<file path="src/rtl/game_round_scheduler.sv">
// Purpose : turn/round sequencer for the two-player game core, with per-turn timeout and round-boundary troop-growth sweep.
// Latency : turn switch 1 cycle after move_done/timeout; growth sweep is 2 cycles per cell (read, then write), 2*W^2 cycles per round.
// Backpres: none; busy is held high during the sweep so the game logic stays off the board, and move_done outside TURN is dropped.
//
// Ports:
//   clock, reset           : single clock, asynchronous active-low reset
//   start                  : pulse, begins a game from IDLE or OVER
//   move_done              : pulse, current player finished a move (TURN only)
//   game_over              : level/pulse, stops scheduling (any state but IDLE)
//   current_player         : NPC=0, RED=1, BLUE=2
//   round                  : current round, starts at 1, saturates at all-ones
//   turn_start / timeout   : one-cycle pulses at turn start / turn expiry
//   busy                   : high for the whole growth sweep
//   cell_h, cell_v         : sweep address (v inner, h outer)
//   cell_rd_en             : read request, data returns the following cycle
//   cell_owner/type/troop  : read data from the board
//   cell_wr_en/wr_troop    : troop write strobe and value (combinational)

module game_round_scheduler #(
  parameter int BORAD_WIDTH      = 10,
  parameter int LOG2_BORAD_WIDTH = 4,
  parameter int LOG2_MAX_TROOP   = 9,
  parameter int LOG2_MAX_ROUND   = 12,
  parameter int TURN_TICKS       = 50_000_000,
  parameter int GROWTH_PERIOD    = 25
) (
  input  logic                        clock,
  input  logic                        reset,
  input  logic                        start,
  input  logic                        move_done,
  input  logic                        game_over,
  output logic [2:0]                  current_player,
  output logic [LOG2_MAX_ROUND:0]     round,
  output logic                        turn_start,
  output logic                        timeout,
  output logic                        busy,
  output logic [LOG2_BORAD_WIDTH-1:0] cell_h,
  output logic [LOG2_BORAD_WIDTH-1:0] cell_v,
  output logic                        cell_rd_en,
  input  logic [2:0]                  cell_owner,
  input  logic [1:0]                  cell_type,
  input  logic [LOG2_MAX_TROOP-1:0]   cell_troop,
  output logic                        cell_wr_en,
  output logic [LOG2_MAX_TROOP-1:0]   cell_wr_troop
);

  localparam int TIMER_W = $clog2(TURN_TICKS);

  localparam logic [TIMER_W-1:0]          TIMER_LAST = TIMER_W'(TURN_TICKS - 1);
  localparam logic [TIMER_W-1:0]          TIMER_ONE  = TIMER_W'(1);
  localparam logic [LOG2_BORAD_WIDTH-1:0] ADDR_LAST  = LOG2_BORAD_WIDTH'(BORAD_WIDTH - 1);
  localparam logic [LOG2_BORAD_WIDTH-1:0] ADDR_ONE   = LOG2_BORAD_WIDTH'(1);
  localparam logic [LOG2_MAX_ROUND:0]     ROUND_ONE  = (LOG2_MAX_ROUND + 1)'(1);
  localparam logic [LOG2_MAX_TROOP:0]     TROOP_ONE  = (LOG2_MAX_TROOP + 1)'(1);

  localparam logic [2:0] PLAYER_NPC  = 3'd0;
  localparam logic [2:0] PLAYER_RED  = 3'd1;
  localparam logic [2:0] PLAYER_BLUE = 3'd2;

  localparam logic [1:0] TYPE_TERRITORY = 2'd0;
  localparam logic [1:0] TYPE_CROWN     = 2'd2;
  localparam logic [1:0] TYPE_CITY      = 2'd3;

  typedef enum logic [2:0] {
    S_IDLE     = 3'd0,
    S_TURN     = 3'd1,
    S_SWEEP_RD = 3'd2,
    S_SWEEP_WR = 3'd3,
    S_OVER     = 3'd4
  } state_t;

  // Registered state and outputs
  state_t                      r_state;
  logic [2:0]                  r_player;
  logic [LOG2_MAX_ROUND:0]     r_round;
  logic [TIMER_W-1:0]          r_timer;
  logic                        r_turn_start;
  logic                        r_busy;
  logic                        r_rd_en;
  logic [LOG2_BORAD_WIDTH-1:0] r_h;
  logic [LOG2_BORAD_WIDTH-1:0] r_v;

  // Next-state values
  state_t                      w_state_nxt;
  logic [2:0]                  w_player_nxt;
  logic [LOG2_MAX_ROUND:0]     w_round_nxt;
  logic [TIMER_W-1:0]          w_timer_nxt;
  logic                        w_turn_start_nxt;
  logic                        w_busy_nxt;
  logic                        w_rd_en_nxt;
  logic [LOG2_BORAD_WIDTH-1:0] w_h_nxt;
  logic [LOG2_BORAD_WIDTH-1:0] w_v_nxt;

  // Turn control
  logic w_timer_last;
  logic w_turn_end;

  // Growth decision for the cell currently presented on the read bus
  logic                    w_owned;
  logic                    w_fixed_grower;
  logic                    w_territory_due;
  logic                    w_grow;
  logic                    w_last_cell;
  logic [LOG2_MAX_TROOP:0] w_troop_inc;

  assign w_timer_last = (r_timer == TIMER_LAST);
  assign w_turn_end   = (r_state == S_TURN) && (move_done || w_timer_last);

  // move_done takes priority over an expiring timer, so timeout is gated by
  // the same-cycle move_done rather than registered ahead of it.
  assign timeout = (r_state == S_TURN) && w_timer_last && !move_done;

  assign w_owned         = (cell_owner != PLAYER_NPC);
  assign w_fixed_grower  = (cell_type == TYPE_CROWN) || (cell_type == TYPE_CITY);
  // r_round has already been advanced on sweep entry, so this is the new round.
  assign w_territory_due = (cell_type == TYPE_TERRITORY) &&
                           ((32'(r_round) % GROWTH_PERIOD) == 0);
  assign w_grow          = w_owned && (w_fixed_grower || w_territory_due);
  assign w_last_cell     = (r_h == ADDR_LAST) && (r_v == ADDR_LAST);

  // One extra bit catches the wrap at full scale; it then clamps to all-ones.
  assign w_troop_inc = {1'b0, cell_troop} + TROOP_ONE;

  always_comb begin
    cell_wr_en    = 1'b0;
    cell_wr_troop = '0;
    if ((r_state == S_SWEEP_WR) && w_grow) begin
      cell_wr_en    = 1'b1;
      cell_wr_troop = w_troop_inc[LOG2_MAX_TROOP] ? '1 : w_troop_inc[LOG2_MAX_TROOP-1:0];
    end
  end

  always_comb begin
    w_state_nxt      = r_state;
    w_player_nxt     = r_player;
    w_round_nxt      = r_round;
    w_timer_nxt      = r_timer;
    w_turn_start_nxt = 1'b0;
    w_busy_nxt       = r_busy;
    w_rd_en_nxt      = 1'b0;
    w_h_nxt          = r_h;
    w_v_nxt          = r_v;

    case (r_state)
      S_IDLE, S_OVER: begin
        if (start) begin
          w_state_nxt      = S_TURN;
          w_player_nxt     = PLAYER_RED;
          w_round_nxt      = ROUND_ONE;
          w_timer_nxt      = '0;
          w_turn_start_nxt = 1'b1;
          w_busy_nxt       = 1'b0;
        end
      end

      S_TURN: begin
        if (w_turn_end) begin
          w_timer_nxt = '0;
          if (r_player == PLAYER_RED) begin
            w_player_nxt     = PLAYER_BLUE;
            w_turn_start_nxt = 1'b1;
          end else begin
            // BLUE closes the round: advance it and sweep the board.
            w_state_nxt = S_SWEEP_RD;
            w_round_nxt = (r_round == '1) ? r_round : r_round + ROUND_ONE;
            w_busy_nxt  = 1'b1;
            w_rd_en_nxt = 1'b1;
            w_h_nxt     = '0;
            w_v_nxt     = '0;
          end
        end else begin
          w_timer_nxt = r_timer + TIMER_ONE;
        end
      end

      S_SWEEP_RD: begin
        w_state_nxt = S_SWEEP_WR;
      end

      S_SWEEP_WR: begin
        if (w_last_cell) begin
          w_state_nxt      = S_TURN;
          w_player_nxt     = PLAYER_RED;
          w_timer_nxt      = '0;
          w_turn_start_nxt = 1'b1;
          w_busy_nxt       = 1'b0;
        end else begin
          w_state_nxt = S_SWEEP_RD;
          w_rd_en_nxt = 1'b1;
          if (r_v == ADDR_LAST) begin
            w_v_nxt = '0;
            w_h_nxt = r_h + ADDR_ONE;
          end else begin
            w_v_nxt = r_v + ADDR_ONE;
          end
        end
      end

      default: begin
        w_state_nxt = S_IDLE;
      end
    endcase

    // game_over overrides every transition above; player, round and address
    // freeze where they were so the final position stays visible.
    if (game_over && (r_state != S_IDLE)) begin
      w_state_nxt      = S_OVER;
      w_player_nxt     = r_player;
      w_round_nxt      = r_round;
      w_timer_nxt      = '0;
      w_turn_start_nxt = 1'b0;
      w_busy_nxt       = 1'b0;
      w_rd_en_nxt      = 1'b0;
      w_h_nxt          = r_h;
      w_v_nxt          = r_v;
    end
  end

  always_ff @(posedge clock or negedge reset) begin
    if (!reset) begin
      r_state      <= S_IDLE;
      r_player     <= PLAYER_RED;
      r_round      <= ROUND_ONE;
      r_timer      <= '0;
      r_turn_start <= 1'b0;
      r_busy       <= 1'b0;
      r_rd_en      <= 1'b0;
      r_h          <= '0;
      r_v          <= '0;
    end else begin
      r_state      <= w_state_nxt;
      r_player     <= w_player_nxt;
      r_round      <= w_round_nxt;
      r_timer      <= w_timer_nxt;
      r_turn_start <= w_turn_start_nxt;
      r_busy       <= w_busy_nxt;
      r_rd_en      <= w_rd_en_nxt;
      r_h          <= w_h_nxt;
      r_v          <= w_v_nxt;
    end
  end

  assign current_player = r_player;
  assign round          = r_round;
  assign turn_start     = r_turn_start;
  assign busy           = r_busy;
  assign cell_rd_en     = r_rd_en;
  assign cell_h         = r_h;
  assign cell_v         = r_v;

endmodule

</file>
<file path="config.mk">
export PLATFORM = sky130hd
export DESIGN_NAME = game_round_scheduler
export DESIGN_NICKNAME = d
export VERILOG_FILES = /design/src/rtl/game_round_scheduler.sv
export SDC_FILE = /design/constraint.sdc
export NUM_CORES = 1
export LEC_CHECK = 0
export CAP_MARGIN = 40
export CORE_MARGIN = 4
export CORE_UTILIZATION = 50
export CTS_CLUSTER_SIZE = 16
export DETAILED_ROUTE_END_ITERATION = 12
export GPL_ROUTABILITY_DRIVEN = 0
export PLACE_DENSITY = 0.81
export SYNTH_ARGS = -nofsm -noshare
export SYNTH_HDL_FRONTEND = slang
export SYNTH_SLANG_ARGS = --single-unit
</file>
<file path="constraint.sdc">
create_clock -name clock -period 17.9 [get_ports clock]
set_clock_uncertainty 0.2 [all_clocks]
set_input_delay 2.685 -clock clock [delete_from_list [all_inputs] [get_ports clock]]
set_output_delay 2.685 -clock clock [all_outputs]
set_load 0.1 [all_outputs]
</file>
== Yosys cells after proc, flatten, opt, wreduce, memory -nomap -nowiden ==
Cells that the tools add are included.
Cells by class
  reduce and logical (&&, ||, !) cells: 29
  div/mod/pow operators: 1
  bitwise gates (word level): 1
  equality and inequality tests: 23
  $add $sub $neg: 5
  multiplexer cells: 48
Operators by type and width (number)
  $mux 26: 4
  $pmux 26 s3: 1
  $mux 13: 4
  $logic_not 32->1: 1
  $mod 13x5->32 const B: 1
  $add 26x1->26 const B: 1
  $eq 26x26->1 const B: 1
  $pmux 13 s2: 1
  $mux 4: 6
  $mux 3: 7
  $mux 9: 2
  $reduce_and 6->1: 3
  $pmux 4 s2: 2
  $mux 1: 15
  $ne 2x2->1 const B: 7
  $add 13x1->13 const B: 1
  $eq 13x13->1 const B: 1
  $pmux 3 s4: 1
  $add 9x1->10 const B: 1
  $reduce_and 5->1: 2
  $ne 3x2->1 const B: 3
  $pmux 3 s3: 1
  $reduce_bool 3->1: 3
  $add 4x1->4 const B: 2
  other kinds (20): 36
Storage, ports and cells
  bits of input ports: 19
  logic and storage cells: 116
  register bits: 56
  output and inout port bits: 38

== Logic depth before layout (Yosys ltp) ==
  depth after elaboration: 7
  mapped depth: 35

== Least setup slack after synthesis ==
Ideal clock, no wire load.
  path type: register to output
  from: register r_round[9] (netlist: round[9])
  to: output port cell_wr_troop[0]
  stages on the path, launching flop included: 32
  path buffers: 2
  arrival time: 9.848 ns
  data required time: 15.015 ns
  slack: 5.167 ns
  cell sequence: dfrtp_1 > buf_2 > or3_1 > and2_1 > ha_1 > nand2b_1 > o21ai_1 > and3_1 > buf_6 > mux2i_2 > nor4_1 > or4_4 > a31o_2 > o2111ai_2 > and4_4 > nor3_4 > a311o_1 > a221oi_2 > nand3_2 > a211o_1 > a31o_2 > ha_1 > o2111ai_1 > a31oi_1 > or2_2 > ha_1 > nor3b_1 > a2111oi_0 > a211oi_1 > o31ai_2 > a32oi_4 > a21oi_1
Between the ends
  cells in the longest elaborated chain, start to end: 7
Ends and longest elaborated chain
  start, declared: line 75  | logic [LOG2_MAX_ROUND:0] r_round;
  start signal, assigned: line 233  | r_round <= w_round_nxt;
  $mod 13x5->32: line 117  | ((32'(r_round) % GROWTH_PERIOD) == 0);
  $logic_not 32->1: line 117
  $logic_and 1x1->1: line 116  | assign w_territory_due = (cell_type == TYPE_TERRITORY) &&
  $logic_or 1x1->1: line 118  | assign w_grow = w_owned && (w_fixed_grower || w_territory_due);
  $logic_and 1x1->1: line 118
  $logic_and 1x1->1: line 127  | if ((r_state == S_SWEEP_WR) && w_grow) begin
  $mux 9: line 127
  end, declared: line 44  | output logic [LOG2_MAX_TROOP-1:0] cell_wr_troop
No other way between the ends.

== Final worst setup path ==
  from: register r_round[9] (netlist: round[9])
  to: output port cell_wr_troop[4]
Same word-level chain as after synthesis.

==> metrics.txt <==
run status=completed; maximum vdd drop=around 0.00012 V; postcts setup bufs=0; DR vias=6394; DR vias/cell=6.39; diode count=0; core area=11700 um^2; Root Driver=clkbuf_16; Post-synth ARST share=1.00; Clock Path Buffers=2; post-layout instance area=7450 um^2; pin count of the biggest net entering global routing=56; min Tclk post-route=13310 ps; IO Port Bufs=55; CP max stage cell=dfrtp_1; Post-synth EDFFs=0; die area=14000 um^2; # H-tree levels=2; syn avg cell area=7.68 um^2; Worst-Skew Late Latency=~290 ps; period utilization=0.744; share of cells above drive strength 1=0.128; post-detail-place hpwl=about 13000 um; CTS tree=built; dpl cell area=7250 um^2; max incr delay on CP=580 ps; Mapped Nets=822; Distinct cells, synth=slightly below 100; Data arrival, critical path=between 10000 and 15000 ps; Detail Route Antenna Nets=0; RSZ-0062 raised after global routing=false; DR iter-0 viols=670; final setup fails=0; CP Buf/Inv Count=2; CTS resizes=0; CTS Hold Bufs=0; leak pwr=2.95 nW; actual slew at the worst max-slew pin=slightly above 800 ps; total of max-cap violations=0; TritonCTS buffer count=5; pwr/cell area=74.0 nW/um^2; Pins Over Slew Limit=0; die height=118 um; first-pass GRT wire length=~29000 um; Clock Pin Slew Worst Setup and Hold Paths=70 ps; area delta synth->final=22.8%; Most used DFF post-synth=dfrtp_1; Layout Nets=890; I/O Pins=57; Peak Freq=75.1 MHz; worst-path fanout max=20; Setup CP Type=reg -> out; Core Util, Final=0.639; setup TNS=0 ps; Pre-antenna DRT Iters=5; Critical Path Start Type=flop; worst hold path type=reg -> reg; Critical Path Stages=31; initial antenna violation count=0; All-Layer GR Usage=0.240; drc violations=0; wire per inst=16.8 um; hold path cells=1; Chip Width=118 um; Worst Setup End Kind=output port; Synth warnings=0; Max-slew headroom=0.452; worst-case reg-to-reg path depth=10; synthesized flop and latch total=55; Detailed Route WL=approximately 17000 um; Mapped Cells=789; CP most frequent cell=ha_1; vias in the first global route=between 6000 and 7000; required time worst endpoint=15010 ps; global route overflow=0; row count=39; final hold vios=0; Post-Syn Area=6060 um^2; post-synthesis sequential area ratio=0.227; clk sinks=55; initial core utilization=0.520; Largest delay share family, worst path=compound AO/OA/AOI/OAI gates
-- logic make-up (layout without fill, tap and decap cells) --
group,count (synthesis),after routing,synth area share
simple gates,363,363,0.311
compound gates,238,238,0.300
buf+inv,59,128,0.0404
flops,55,55,0.227
xor+xnor,40,40,0.0590
fa+ha+maj,17,17,0.0338
mux,16,16,0.0281
other cells,1,1,0.000618
-- synthesized netlist by cell type (5+ instances only) --
library cell,count,area (um^2)
o211ai_1,6,45.0
buf_2,7,35.0
a211o_1,6,52.6
a31oi_1,15,93.8
a21oi_1,46,230
a211oi_1,8,60.1
and2_1,21,131
xor2_1,26,228
or2_2,6,37.5
dfrtp_1,53,1330
inv_1,23,86.3
and3_1,15,93.8
nor3_1,29,145
mux2_2,5,56.3
nand4_1,20,125
nor2_1,88,330
nand3_1,34,170
o2111ai_1,8,70.1
nand2_1,79,297
mux2i_1,10,100
or3_1,8,50.1
a211oi_2,7,87.6
o22ai_1,5,31.3
nand2b_1,12,75.1
xnor2_1,13,114
clkbuf_1,25,93.8
o21a_1,6,45.0
ha_1,14,175
o21ai_0,48,240
o31ai_1,11,82.6
nor4_1,17,106
-- stage by stage --
stage	setup slack (ps)	power, W	hold slack [ps]	cells
6_report	4590	0.000551	327	1001
5_1_grt	3840	0.000582	359	1001
4_1_cts	4620	0.000553	336	1000
3_5_place_dp	4930	0.000429	320	992
3_3_place_gp	4860	0.000390	283	955
2_1_floorplan	5170	0.000335	285	789
-- power breakdown --
part,switching [W],leakage [nW],internal (W)
Sequential,0.0000234,0.753,0.000139
Combinational,0.000172,2.11,0.0000941
Clock,0.0000428,0.0900,0.0000801
-- worst paths after layout --
kind / startpoint / end / slack, ps
max: round[9] / cell_wr_troop[4] / 4590
min: r_timer[0] / r_timer[0] / 330
max reg2reg: r_timer[10] / round[9] / 14490
min reg2reg: r_timer[0] / r_timer[0] / 330
max in group asynchronous: reset / r_timer[16] / 14740
min in group asynchronous: reset / r_timer[18] / 2320
-- flip-flops by register name (all words and copies together) (netlist names) --
name / cells
r_timer: 26
round: 13
cell_h: 4
cell_v: 4
r_state: 3
current_player: 2
busy: 1
cell_rd_en: 1
turn_start: 1
-- final cells by class --
cell class                      instances  area (um^2)
Tap cell                              143          179
Fill cell                             969         4210
Clock inverter                          3         67.6
Clock buffer                            5          125
Multi-Input combinational cell        675         4440
Timing Repair Buffer                   96         1170
Inverter                               24         90.1
Sequential cell                        55         1380
-- routing by layer --
metal | share of wire | vias up | track usage
li1 | - | 3127 | -
met5 | 0 | - | 0
met1 | 0.44 | 2974 | 0.333
met4 | 0.013 | 0 | 0.0454
met3 | 0.067 | 27 | 0.0375
met2 | 0.48 | 266 | 0.399
-- cells in the final DEF, fill, tap and decap left out, drive strengths merged, types with 7 or more instances in the layout --
cell type / n
a211oi: 15
a21oi: 48
a311oi: 7
a31oi: 16
and2: 21
and3: 15
buf: 42
clkdlybuf4s50: 54
dfrtp: 53
ha: 14
inv: 24
mux2i: 11
nand2: 79
nand2b: 13
nand3: 35
nand4: 21
nor2: 89
nor3: 33
nor4: 18
o2111ai: 9
o21ai: 53
o31ai: 13
or3: 8
xnor2: 14
xor2: 26
No activity file was read; power rests on OpenSTA's default activity.
